$ cat src/rtl/time_set_editor.sv
// Time-set editor: debounces mode/next/up buttons and lets the user edit an
// hh:mm:ss value digit by digit, then strobes load for one clk on commit.
//
// Ports:
//   clk, rstn            system clock, asynchronous active-low reset
//   clken                debounce sample tick (one clk wide)
//   btn_mode/next/up     raw active-high push-buttons
//   hr1..sec0            edited BCD digits (registered)
//   load                 one-clk strobe on commit (first clk back in IDLE)
//   editing              high while in EDIT
//   edit_sel             one-hot selected digit, [5]=hr1 .. [0]=sec0, zero in IDLE
module time_set_editor #(
    parameter int unsigned DEBOUNCE_TICKS = 20,
    parameter int unsigned SYNC_STAGES    = 2
) (
    input  logic       clk,
    input  logic       rstn,
    input  logic       clken,
    input  logic       btn_mode,
    input  logic       btn_next,
    input  logic       btn_up,
    output logic [3:0] hr1,
    output logic [3:0] hr0,
    output logic [3:0] min1,
    output logic [3:0] min0,
    output logic [3:0] sec1,
    output logic [3:0] sec0,
    output logic       load,
    output logic       editing,
    output logic [5:0] edit_sel
);

    localparam int unsigned NBTN  = 3;
    localparam int unsigned CNT_W = 8;
    localparam int unsigned SEL_W = 6;

    typedef enum logic {IDLE, EDIT} state_t;

    logic [NBTN-1:0] btn_raw;
    logic [NBTN-1:0] db_level;
    logic [NBTN-1:0] db_prev;
    logic [NBTN-1:0] press;

    assign btn_raw = {btn_up, btn_next, btn_mode};

    // Per-button synchroniser and sample-counting debouncer
    for (genvar g = 0; g < NBTN; g++) begin : g_btn
        logic [SYNC_STAGES-1:0] sync_q;
        logic [CNT_W-1:0]       cnt_q;
        logic                   db_q;

        always_ff @(posedge clk or negedge rstn) begin
            if (!rstn) begin
                sync_q <= '0;
                cnt_q  <= '0;
                db_q   <= 1'b0;
            end else begin
                sync_q <= {sync_q[SYNC_STAGES-2:0], btn_raw[g]};
                if (clken) begin
                    if (sync_q[SYNC_STAGES-1] != db_q) begin
                        if (cnt_q == CNT_W'(DEBOUNCE_TICKS - 1)) begin
                            db_q  <= sync_q[SYNC_STAGES-1];
                            cnt_q <= '0;
                        end else begin
                            cnt_q <= cnt_q + 1'b1;
                        end
                    end else begin
                        cnt_q <= '0;
                    end
                end
            end
        end

        assign db_level[g] = db_q;
    end

    // Rising edge of the debounced level becomes a registered one-clk press
    always_ff @(posedge clk or negedge rstn) begin
        if (!rstn) begin
            db_prev <= '0;
            press   <= '0;
        end else begin
            db_prev <= db_level;
            press   <= db_level & ~db_prev;
        end
    end

    logic press_mode, press_next, press_up;
    assign press_mode = press[0];
    assign press_next = press[1];
    assign press_up   = press[2];

    function automatic logic [3:0] inc_wrap(input logic [3:0] d, input logic [3:0] max);
        return (d >= max) ? 4'd0 : 4'(d + 4'd1);
    endfunction

    state_t           state_q, state_d;
    logic [SEL_W-1:0] sel_d;
    logic             load_d;
    logic [3:0]       hr1_d, hr0_d, min1_d, min0_d, sec1_d, sec0_d;

    always_ff @(posedge clk or negedge rstn) begin
        if (!rstn) begin
            state_q  <= IDLE;
            edit_sel <= '0;
            load     <= 1'b0;
            editing  <= 1'b0;
            hr1      <= '0;
            hr0      <= '0;
            min1     <= '0;
            min0     <= '0;
            sec1     <= '0;
            sec0     <= '0;
        end else begin
            state_q  <= state_d;
            edit_sel <= sel_d;
            load     <= load_d;
            editing  <= (state_d == EDIT);
            hr1      <= hr1_d;
            hr0      <= hr0_d;
            min1     <= min1_d;
            min0     <= min0_d;
            sec1     <= sec1_d;
            sec0     <= sec0_d;
        end
    end

    // Next state, selection and digit update; priority mode > next > up
    always_comb begin
        state_d = state_q;
        sel_d   = edit_sel;
        load_d  = 1'b0;
        hr1_d   = hr1;
        hr0_d   = hr0;
        min1_d  = min1;
        min0_d  = min0;
        sec1_d  = sec1;
        sec0_d  = sec0;
        case (state_q)
            IDLE: begin
                if (press_mode) begin
                    state_d = EDIT;
                    sel_d   = 6'b100000;
                end
            end
            EDIT: begin
                if (press_mode) begin
                    state_d = IDLE;
                    sel_d   = '0;
                    load_d  = 1'b1;
                end else if (press_next) begin
                    sel_d = {edit_sel[0], edit_sel[SEL_W-1:1]};
                end else if (press_up) begin
                    if (edit_sel[5]) begin
                        hr1_d = inc_wrap(hr1, 4'd2);
                        // Keep the hour legal when the tens digit reaches 2
                        if (hr1_d == 4'd2 && hr0 > 4'd3) begin
                            hr0_d = 4'd0;
                        end
                    end else if (edit_sel[4]) begin
                        hr0_d = inc_wrap(hr0, (hr1 == 4'd2) ? 4'd3 : 4'd9);
                    end else if (edit_sel[3]) begin
                        min1_d = inc_wrap(min1, 4'd5);
                    end else if (edit_sel[2]) begin
                        min0_d = inc_wrap(min0, 4'd9);
                    end else if (edit_sel[1]) begin
                        sec1_d = inc_wrap(sec1, 4'd5);
                    end else if (edit_sel[0]) begin
                        sec0_d = inc_wrap(sec0, 4'd9);
                    end
                end
            end
            default: begin
                state_d = IDLE;
                sel_d   = '0;
            end
        endcase
    end

endmodule

$ cat config.mk
export PLATFORM = sky130hd
export DESIGN_NAME = time_set_editor
export DESIGN_NICKNAME = d
export VERILOG_FILES = /design/src/rtl/time_set_editor.sv
export SDC_FILE = /design/constraint.sdc
export NUM_CORES = 1
export LEC_CHECK = 0
export BUFFER_PORTS_ARGS = -buffer_cell sky130_fd_sc_hd__buf_2
export CAP_MARGIN = 20
export CORE_MARGIN = 5
export CORE_UTILIZATION = 30
export DETAILED_ROUTE_END_ITERATION = 12
export PLACE_DENSITY = 0.44
export SKIP_CTS_REPAIR_TIMING = 1
export SLEW_MARGIN = 20
export SYNTH_ARGS = -nofsm -noshare
export SYNTH_HDL_FRONTEND = slang
export SYNTH_SLANG_ARGS = --single-unit
$ cat constraint.sdc
create_clock -name clk -period 2.7 [get_ports clk]
set_clock_uncertainty 0.1 [all_clocks]
set_input_delay 0.54 -clock clk [delete_from_list [all_inputs] [get_ports clk]]
set_output_delay 0.54 -clock clk [all_outputs]
set_load 0.02 [all_outputs]
# [Yosys cells after proc, flatten, opt, wreduce, memory -nomap -nowiden]
# Cells that the tools add are included.
[word_totals] ff_bits=71 inputBits=6 word_cells=93
[op_classes] n_addsub=9 order_cmp=7 n_eq_ne=11 muxes=24 bitwise=10 reduce_logical=12
[op_table] operator="2-to-1 mux 8 bit" n=6
[op_table] operator="2-to-1 mux 4 bit" n=10
[op_table] operator="adder 4 x 1 -> 4 bit (second input constant)" n=6
[op_table] operator="adder 8 x 1 -> 8 bit (second input constant)" n=3
[op_table] operator="equality test 8 x 5 -> 1 bit (second input constant)" n=3
[op_table] operator="2-to-1 mux 6 bit" n=3
[op_table] operator="one-hot mux 6 bit (2 select lines)" n=1
[op_table] operator="AND reduction 10 bit" n=1
[op_table] operator="AND reduction 3 bit" n=3
[op_table] operator="AND reduction 9 bit" n=1
[op_table] operator="equality test 4 x 2 -> 1 bit (second input constant)" n=2
[op_table] operator="greater-or-equal comparator 4 x 3 -> 1 bit (second input constant)" n=2
[op_table] operator="greater-or-equal comparator 4 bit (second input constant)" n=2
[op_table] operator="NOT 1 bit" n=8
[op_table] operator="AND reduction 8 bit" n=1
[op_table] operator="AND reduction 7 bit" n=1
[op_table] operator="AND reduction 6 bit" n=1
[op_table] operator="AND reduction 5 bit" n=1
[op_table] operator="greater-or-equal comparator 4 x 2 -> 1 bit (second input constant)" n=1
[op_table] operator="greater-or-equal comparator 4 bit" n=1
[op_table] operator="> comparator 4 x 2 -> 1 bit (second input constant)" n=1
[op_table] operator="bitwise AND 3 bit" n=1
[op_table] operator="2-to-1 mux 1 bit" n=3
[op_table] operator="inequality test 1 bit" n=3
[op_table] operator="8 further kinds" n=8

# [Logic depth before layout (Yosys ltp)]
# Gate-level depths: netlist of the first run.
[logic_depth] word_depth=6 depth_mapped=6 depth_no_buf=6

# [Worst setup path after synthesis of the first run]
# Ideal clock, no wire load.
[synth_path] path_type="reg-to-reg" from="register hr1[0]" to="register hr0[2]" setup_time_ps=128 arrival_time_ps=2126 required_ps=2472 setup_slack_ps=345 path_stages_with_launch=7 path_buffers=0 period_less_slack_ps=2355 path_cell_list="dfrtp_1 inv_1 ha_1 or4_4 or4_4 a221oi_1 o22ai_1"
[synth_between] elab_chain_cells=6 word_cells_on_any_way=13 cone_classes="1 x add/sub; 2 x order compare; 3 x eq/ne; 5 x mux; 2 x reduce/logical"
[synth_lines] item="from (decl)" line_no="22" source="output logic [3:0] hr1,"
[synth_lines] item="from (signal assigned)" line_no="119" source="hr1 <= hr1_d;"
[synth_lines] item="adder 4 x 1 -> 4 bit, or another cell as far along" line_no="94" source="return (d >= max) ? 4'd0 : 4'(d + 4'd1);"
[synth_lines] item="2-to-1 mux 4 bit (on tied branches)" line_no="94, 161"
[synth_lines] item="equality test 4 x 2 -> 1 bit / greater-or-equal comparator 4 bit (equally long branches)" line_no="157, 94"
[synth_lines] item="logical AND 1 bit / 2-to-1 mux 4 bit (equally long branches)" line_no="157, 94"
[synth_lines] item="inequality test 2 x 1 -> 1 bit (no source line) / 2-to-1 mux 4 bit (equally long branches)"
[synth_lines] item="AND reduction 6 bit (no source line) / 2-to-1 mux 4 bit (equally long branches)"
[synth_lines] item="to (signal assigned)" line_no="120" source="hr0 <= hr0_d;"
[synth_lines] item="to (decl)" line_no="23" source="output logic [3:0] hr0,"
# Several ways; a longest one is shown, not always the timed one. The select of a mux whose other input is x is not followed.
# A chain may end at the register's enable or synchronous reset.

# [Worst setup path after layout of the first run]
# Ends and elaborated chain as after synthesis.

==> results of run 1 <==
-- power by group through the flow --
| stage | combinational [uW] | clock, uW | sequential [uW] |
|---|---|---|---|
| after global routing | 106 | 1530 | 1110 |
| after floorplan | 49.7 | 0 | 1120 |
| after detailed placement | 93.4 | 0 | 1120 |
| after CTS | 93.7 | 1480 | 1100 |
| after global placement | 92.7 | 0 | 1120 |
| final | 89.4 | 1440 | 1100 |
-- critical path, stage by stage, from the launching register on --
cell	delay, ns
dfrtp_1	0.39
inv_1	0.09
ha_1	0.22
or4_4	0.48
or4_4	0.51
a221oi_1	0.29
o22ai_1	0.12
-- synthesized netlist by cell type, types with 2 or more instances --
cell,n,area [um^2]
a211o_1,2,17.5
a211oi_1,2,15.0
a21o_1,5,37.5
a21oi_1,13,65.1
a221oi_1,2,17.5
a22o_1,6,52.6
a32o_1,2,20.0
and2_1,2,12.5
and3_1,5,31.3
clkbuf_1,9,33.8
dfrtp_1,71,1780
ha_1,19,238
inv_1,22,82.6
mux2_2,3,33.8
mux2i_1,7,70.1
nand2_1,25,93.8
nand2b_1,9,56.3
nand3_1,20,100
nand4_1,4,25.0
nor2_1,9,33.8
nor2b_1,8,50.1
nor3_1,7,35.0
nor3b_1,5,37.5
nor4_1,4,25.0
nor4b_1,2,17.5
nor4bb_1,2,20.0
o21ai_0,30,150
o22ai_1,2,12.5
o2bb2ai_1,9,78.8
o31a_1,2,17.5
o31ai_1,5,37.5
or4_4,2,22.5
xnor2_1,5,43.8
xor2_1,4,35.0
-- path summary, 6_finish.rpt --
path                                                 to  slack, ns  cells after the start
setup / recovery                     hr0[2]$_DFFE_PN0P_       0.37                      6
hold / removal                       hr0[2]$_DFFE_PN0P_       0.03                      1
setup reg to reg                     hr0[2]$_DFFE_PN0P_       0.37                      6
hold reg to reg            g_btn[2].sync_q[1]$_DFF_PN0_       0.25                      0
max in group asynchronous  g_btn[1].sync_q[0]$_DFF_PN0_       1.90                      2
min in group clk           g_btn[0].sync_q[0]$_DFF_PN0_       0.22                      1
-- per-stage QoR --
stage | power [uW] | setup WS, ns
floorplan | 1170 | 0.345
global placement | 1220 | 0.443
detailed placement | 1220 | 0.395
CTS | 2680 | 0.376
global route | 2740 | 0.262
finish | 2630 | 0.368
-- layer usage --
metal	wire (um)	up-vias	track usage [%]
li1	-	1326	-
met1	3310	1284	13.7
met2	3580	54	18.3
met3	355	7	3.49
met4	109	0	3.69
met5	0	-	0
-- kinds of logic after synthesis --
| family | Yosys count | synth area share [%] |
|---|---|---|
| xor+xnor | 9 | 2.23 |
| flops | 71 | 50.2 |
| compound gates | 89 | 17.0 |
| mux | 10 | 2.93 |
| simple gates | 110 | 17.5 |
| buf+inv | 32 | 3.43 |
| fa+ha+maj | 19 | 6.71 |
-- area by class of cell --
class / count / area (um^2)
clock buffer: 9 / 225
clock inverter: 7 / 135
fill: 1165 / 7240
inverter: 22 / 82.6
multi-input combinational: 237 / 1640
sequential: 71 / 1780
tap: 143 / 179
timing repair buffer: 42 / 238
==> impl_results.md, run 1 <==
- GRT overflow: 0
- GRT Total Usage: 11.1%
- Comb power frac: 3.4%
- Pint: 2110 uW
- Area growth syn-to-layout: 20.8%
- Slew margin rel.: 61.9%
- Vias/cell: 5.03
- Total wire length: 7.35 mm
- CTS buffer count: 9
- First-pass iteration count of the detailed router: 4
- Htree depth: 3
- Startpoint Class: register
- Die width: 119 um
- Syn_area_per_cell: 10.4 um^2
- Final number of setup-violating endpoints: 0
- Number of cell rows: 39
- Crit. Startpoint: hr1[0]$_DFFE_PN0P_
- RSZ-0062 raised after global routing: no
- Biggest regs: g_btn.cnt_q (24), edit_sel (6), g_btn.sync_q (6)
- Max Cap Viol: 0
- Most common cell after layout, fill and taps aside: dfrtp_1
- Syn_nets: 365
- Design Area, Final: 4280 um^2
- Dpl hpwl: 5.10 mm
- Final-report max-slew violation count: 0
- Sw Ratio: 19.9%
- Switching power: 524 uW
- Synth Warn #: 0
- Post-synth cell types: 50
- Vias in the first global route: 2687
- DR DRC count: 0
- Post-synth EDFFs: 0
- Crit path DAT: 2.44 ns
- N_diodes: 0
- Core ar.: 11500 um^2
- Max frequency: 429 MHz
- Final Hold Fails: 0
- Synth Flop Type: dfrtp_1
- Critical Path End Type: register
- Hold WS: 0.0338 ns
- Antenna violations before repair: 0
- Worst r2r src: hr1[0]$_DFFE_PN0P_
- Final Core Density: 37.2%
- I/O Buffers: 37
- Post-Syn Area: 3540 um^2
- Clock Power Share: 54.7%
- Routed Antenna Nets: 0
- Mapped Cells: 340
- Cell Area, Placed: 3920 um^2
- Setup TNS: 0 ns
- Number of flip-flops in the largest register: 24
- GP Congestion: 0.781
- Share of cells above drive strength 1: 17.3%
- Period utilisation layout: 86.4%
- First-pass GRT wire length: 12.9 mm
- Commonest cells after routing, fill and taps aside: dfrtp_1 (71), buf_2 (36), o21ai_0 (30)
- Starting density of the core: 30.8%
- Critical path data required time: 2.81 ns
- Register bit total from synthesis: 71
- CTS sink cnt: 71
- Sequential power share: 41.9%
- Clock Path Buffers: 2
- Die ar.: 14100 um^2
- Crit Path Max Fanout: 4
- Largest net degree at the start of global routing: 46
- Vias post-DR: 2671
- HP Class: in -> async
- Slew @ Worst Pin: 0.567 ns
- PwrDens: 615 nW/um^2
- Register area share after synthesis: 50.2%
- Worst skew pair latency: 0.33 ns
- Placed insts: 515
- Leakage: 0.00203 uW
- Maximum vdd drop: 0.000349 V
- 1st-iter DRT viols: 139
- Root Buffer: clkbuf_16
- Post-layout min period: 2.33 ns
- Routed WL per cell: 13.8 um
- Ys async rst share: 100%
- NumNets Final: 408
- Status: finished clean
- # IOs: 38
- Top reg by flops: g_btn.cnt_q
- Critical path type: reg -> reg
- TritonCTS clock tree: yes
- Clk slew on worst S/H paths: 0.06 ns
- Die Span Y: 119 um
- Post-route insts no fill: 531
(Power assumes the default switching activity.)
==> inputs of run 2 (changes only) <==
- CORE_UTILIZATION: 30 -> 58
- PLACE_DENSITY: 0.44 -> 0.77
==> impl_results.md, run 2 (synthesized netlist as in run 1, its figures left out) <==
- Design Area, Final: 4020 um^2
- Critical Path End Type: register
- Clock Path Buffers: 2
- Htree depth: 3
- Starting density of the core: 59.8%
- Most common cell after layout, fill and taps aside: dfrtp_1
- Die Span Y: 88.2 um
- Setup TNS: 0 ns
- Critical R2R Capture: hr0[2]$_DFFE_PN0P_
- Pwr Total: 2070 uW
- Critical path type: reg -> reg
- Antenna violations before repair: 0
- Clk slew on worst S/H paths: 0.07 ns
- Dpl hpwl: 4.63 mm
- Die ar.: 7770 um^2
- Startpoint Class: register
- Crit path DAT: 2.47 ns
- First-pass GRT wire length: 11.2 mm
- Sw Ratio: 21.6%
- Final-report max-slew violation count: 0
- # IOs: 38
- Slew @ Worst Pin: 0.610 ns
- Largest net degree at the start of global routing: 72
- GP Congestion: 0.809
- Routed WL per cell: 14.1 um
- Slew margin rel.: 59.0%
- CTS buffer count: 9
- HP Class: in -> async
- Share of cells above drive strength 1: 16.4%
- Pint: 1620 uW
- GRT Total Usage: 18.6%
- Final worst slack: 0.351 ns
- Number of flip-flops in the largest register: 24
- DR DRC count: 0
- R2R depth: 6
- Top reg by flops: g_btn.cnt_q
- Critical path data required time: 2.82 ns
- Final Hold Fails: 0
- First-pass iteration count of the detailed router: 4
- Status: finished clean
- Max frequency: 426 MHz
- Total wire length: 6.49 mm
- Leakage: 0.00195 uW
- Vias/cell: 5.77
- 1st-iter DRT viols: 99
- Number of cell rows: 28
- Final Core Density: 67.8%
- CTS sink cnt: 71
- I/O Buffers: 37
- Root Buffer: clkbuf_8
- Final number of setup-violating endpoints: 0
- Maximum vdd drop: 0.000516 V
- GRT overflow: 0
- Biggest regs: g_btn.cnt_q (24), edit_sel (6), g_btn.sync_q (6)
- Comb power frac: 4.2%
- Place WS: 0.372 ns
- RSZ-0062 raised after global routing: no
- Crit Path Max Fanout: 4
- TritonCTS clock tree: yes
- Die width: 88.2 um
- Clock Power Share: 42.5%
- Reg2Reg Setup Slack: 0.35 ns
- Area growth syn-to-layout: 13.4%
- Sequential power share: 53.3%
- Switching power: 448 uW
- Vias in the first global route: 2495
- Post-layout min period: 2.35 ns
- Cell Area, Placed: 3820 um^2
- PwrDens: 515 nW/um^2
- Vias post-DR: 2647
- Max Cap Viol: 0
- Worst r2r src: hr1[0]$_DFFE_PN0P_
- Worst skew pair latency: 0.34 ns
- Commonest cells after routing, fill and taps aside: dfrtp_1 (71), buf_2 (37), o21ai_0 (30)
- Routed Antenna Nets: 0
- N_diodes: 0
- NumNets Final: 406
- Core ar.: 5920 um^2
- Period utilisation layout: 87.0%
run 2: worst max path at each step:
stage | from | end | slack, ns
global route | hr1[0]$_DFFE_PN0P_ | hr0[3]$_DFFE_PN0P_ | 0.20
finish | hr1[0]$_DFFE_PN0P_ | hr0[2]$_DFFE_PN0P_ | 0.35
CTS | hr1[0]$_DFFE_PN0P_ | hr0[2]$_DFFE_PN0P_ | 0.36
floorplan | hr1[0]$_DFFE_PN0P_ | hr0[2]$_DFFE_PN0P_ | 0.35
global placement | hr1[0]$_DFFE_PN0P_ | hr0[3]$_DFFE_PN0P_ | 0.45
detailed placement | hr1[0]$_DFFE_PN0P_ | hr0[2]$_DFFE_PN0P_ | 0.37
run 2: power groups by stage:
stage / clock network, uW / registers [uW] / logic, uW
floorplan: 0 / 1120 / 49.7
global placement: 0 / 1120 / 86.2
detailed placement: 0 / 1120 / 89.5
CTS: 892 / 1100 / 89.3
global route: 946 / 1110 / 104
finish: 880 / 1100 / 87.0
run 2: area by class of cell:
cell class	instances	area, um^2
flip-flops and latches	71	1780
inverters	22	82.6
clock buffers	9	124
repair buffers	40	220
multi-input cells	237	1640
fillers	462	1900
clock inverters	5	75.1
well taps	75	93.8
run 2: through the flow:
step | hold WS, ns | instances
floorplan | 0.144 | 340
global placement | 0.232 | 445
detailed placement | 0.240 | 445
CTS | 0.126 | 459
global route | 0.143 | 459
finish | 0.116 | 459
run 2: layer usage:
metal	share of wire [%]	GRT usage [%]	wire [um]	vias up
li1	-	-	-	1310
met1	46	23.4	2990	1278
met2	48	30.4	3150	49
met3	3.4	3.76	221	10
met4	2.0	10.0	132	0
met5	0	0	0	-
run 2: worst max-delay path: stages, from the launching register on:
cell	delay (ns)
dfrtp_1	0.40
inv_1	0.09
ha_1	0.23
or4_4	0.49
or4_4	0.51
a221oi_1	0.29
o22ai_1	0.12
==> inputs of run 3 (changes only) <==
- BUFFER_PORTS_ARGS: -buffer_cell sky130_fd_sc_hd__buf_2 -> default
- CORE_UTILIZATION: 58 -> 63
- DONT_BUFFER_PORTS: default -> 1
==> impl_results.md, run 3 (synthesized netlist as in run 1, its figures left out) <==
- Commonest cells after routing, fill and taps aside: dfrtp_1 (71), o21ai_0 (30), nand2_1 (25)
- DR DRC count: 0
- CTS buffer count: 9
- Antenna violations before repair: 0
- GP Congestion: 0.834
- Crit. Startpoint: hr1[1]$_DFFE_PN0P_
- Critical path type: reg -> reg
- Hold Path Sink: g_btn[2].sync_q[0]$_DFF_PN0_
- Max frequency: 409 MHz
- Design Area, Final: 3870 um^2
- Slew margin rel.: 57.0%
- Die Span Y: 85.0 um
- Hold WS: 0.114 ns
- Core ar.: 5470 um^2
- Critical path data required time: 2.82 ns
- Most common cell after layout, fill and taps aside: dfrtp_1
- Clock Power Share: 43.5%
- First-pass GRT wire length: 11.9 mm
- R2R depth: 5
- Max Cap Viol: 0
- Die width: 85.0 um
- Critical R2R Capture: hr0[2]$_DFFE_PN0P_
- N_diodes: 0
- Biggest regs: g_btn.cnt_q (24), edit_sel (6), g_btn.sync_q (6)
- Met1 GRT Util: 23.7%
- GR peak layer: met2
- Crit path DAT: 2.57 ns
- Comb power frac: 4.0%
- Starting density of the core: 64.7%
- Final number of setup-violating endpoints: 0
- Dpl hpwl: 4.46 mm
- 1st-iter DRT viols: 162
- Maximum vdd drop: 0.000349 V
- Period utilisation layout: 90.6%
- Worst skew pair latency: 0.35 ns
- CP top delay family: simple AND/OR/NAND/NOR gates
- Worst r2r src: hr1[1]$_DFFE_PN0P_
- Area growth syn-to-layout: 9.36%
- GRT overflow: 0
- Hold_sp: btn_up
- Largest net degree at the start of global routing: 72
- Vias in the first global route: 2662
- Setup TNS: 0 ns
- Clk slew on worst S/H paths: 0.08 ns
- HP Class: in -> reg
- Met3 Use GR: 7.18%
- Routed WL per cell: 16.2 um
- Delay of the slowest critical-path stage: 0.52 ns
- NumNets Final: 372
- Total wire length: 6.88 mm
- Post-layout min period: 2.45 ns
- Met2 usage: 35.2%
- Clock Path Buffers: 2
- Leakage: 0.00176 uW
- Crit path max-delay cell type: or4_4
- Worst path bufs/invs: 0
- Final-report max-slew violation count: 0
- Most used cell, CP: or4_4
- Switching power: 468 uW
- Routed Antenna Nets: 0
- Number of cell rows: 27
- PwrDens: 542 nW/um^2
- Status: finished clean
- Htree depth: 3
- Die ar.: 7220 um^2
- I/O Buffers: 0
- TritonCTS clock tree: yes
- Hold path cells: 0
- Root Buffer: clkbuf_8
- Sw Ratio: 22.3%
- Vias/cell: 6.07
- CP cell instances: ha_1, or4_4, or4_4, a221oi_1, o22ai_1
- Slew @ Worst Pin: 0.639 ns
- Top reg by flops: g_btn.cnt_q
- Startpoint Class: register
- Vias post-DR: 2573
- # IOs: 38
- Sequential power share: 52.5%
- Share of cells above drive strength 1: 8.24%
- Pint: 1630 uW
- Reg2Reg Setup Slack: 0.25 ns
- Critical Path End Type: register
- GRT Total Usage: 20.4%
- Final Hold Fails: 0
- CTS sink cnt: 71
- Crit Path Max Fanout: 6
- Cell Area, Placed: 3620 um^2
- RSZ-0062 raised after global routing: no
- Number of flip-flops in the largest register: 24
- First-pass iteration count of the detailed router: 4
[run 3: how the worst max path moves through the flow]
stage                               end  slack [ns]  cells past startpoint
floorplan            hr0[2]$_DFFE_PN0P_        0.35                      6
global placement     hr0[2]$_DFFE_PN0P_        0.37                      5
detailed placement   hr0[2]$_DFFE_PN0P_        0.30                      5
CTS                 sec1[2]$_DFFE_PN0P_        0.29                      4
global route        sec1[2]$_DFFE_PN0P_        0.06                      4
finish               hr0[2]$_DFFE_PN0P_        0.25                      5
[run 3: cell type report]
cell class | instances | area (um^2)
clock buffers | 10 | 128
clock inverters | 6 | 85.1
fillers | 415 | 1600
inverters | 22 | 82.6
multi-input cells | 237 | 1640
flip-flops and latches | 71 | 1780
well taps | 72 | 90.1
repair buffers | 6 | 67.6
[run 3: worst register-to-register path, cell delays in order, from the launching register on]
cell	delay, ns
dfrtp_1	0.50
ha_1	0.27
or4_4	0.48
or4_4	0.52
a221oi_1	0.32
o22ai_1	0.13
[run 3: per-stage QoR]
| stage | utilization, % | total power (uW) | cells | worst slack, ns |
|---|---|---|---|---|
| floorplan | - | 1170 | 340 | 0.345 |
| detailed placement | 66.2 | 1180 | 406 | 0.300 |
| global placement | 66.2 | 1180 | 406 | 0.366 |
| global route | 70.8 | 2190 | 424 | 0.0615 |
| finish | 70.8 | 2100 | 424 | 0.255 |
| CTS | 70.1 | 2090 | 422 | 0.287 |
[run 3: power by group through the flow]
stage	sequential (uW)	combinational, uW	clock, uW
after floorplan	1120	49.7	0
after global placement	1120	54.4	0
after detailed placement	1120	57.0	0
after CTS	1100	58.4	929
after global routing	1110	97.1	983
final	1100	83.5	913
[run 3: layer usage]
metal / vias to the layer above / wire (um) / share of wire (%)
met3: 5 / 425 / 6.2
met2: 57 / 3490 / 51
li1: 1255 / - / -
met1: 1256 / 2900 / 42
met4: 0 / 67 / 0.97
met5: - / 0 / 0
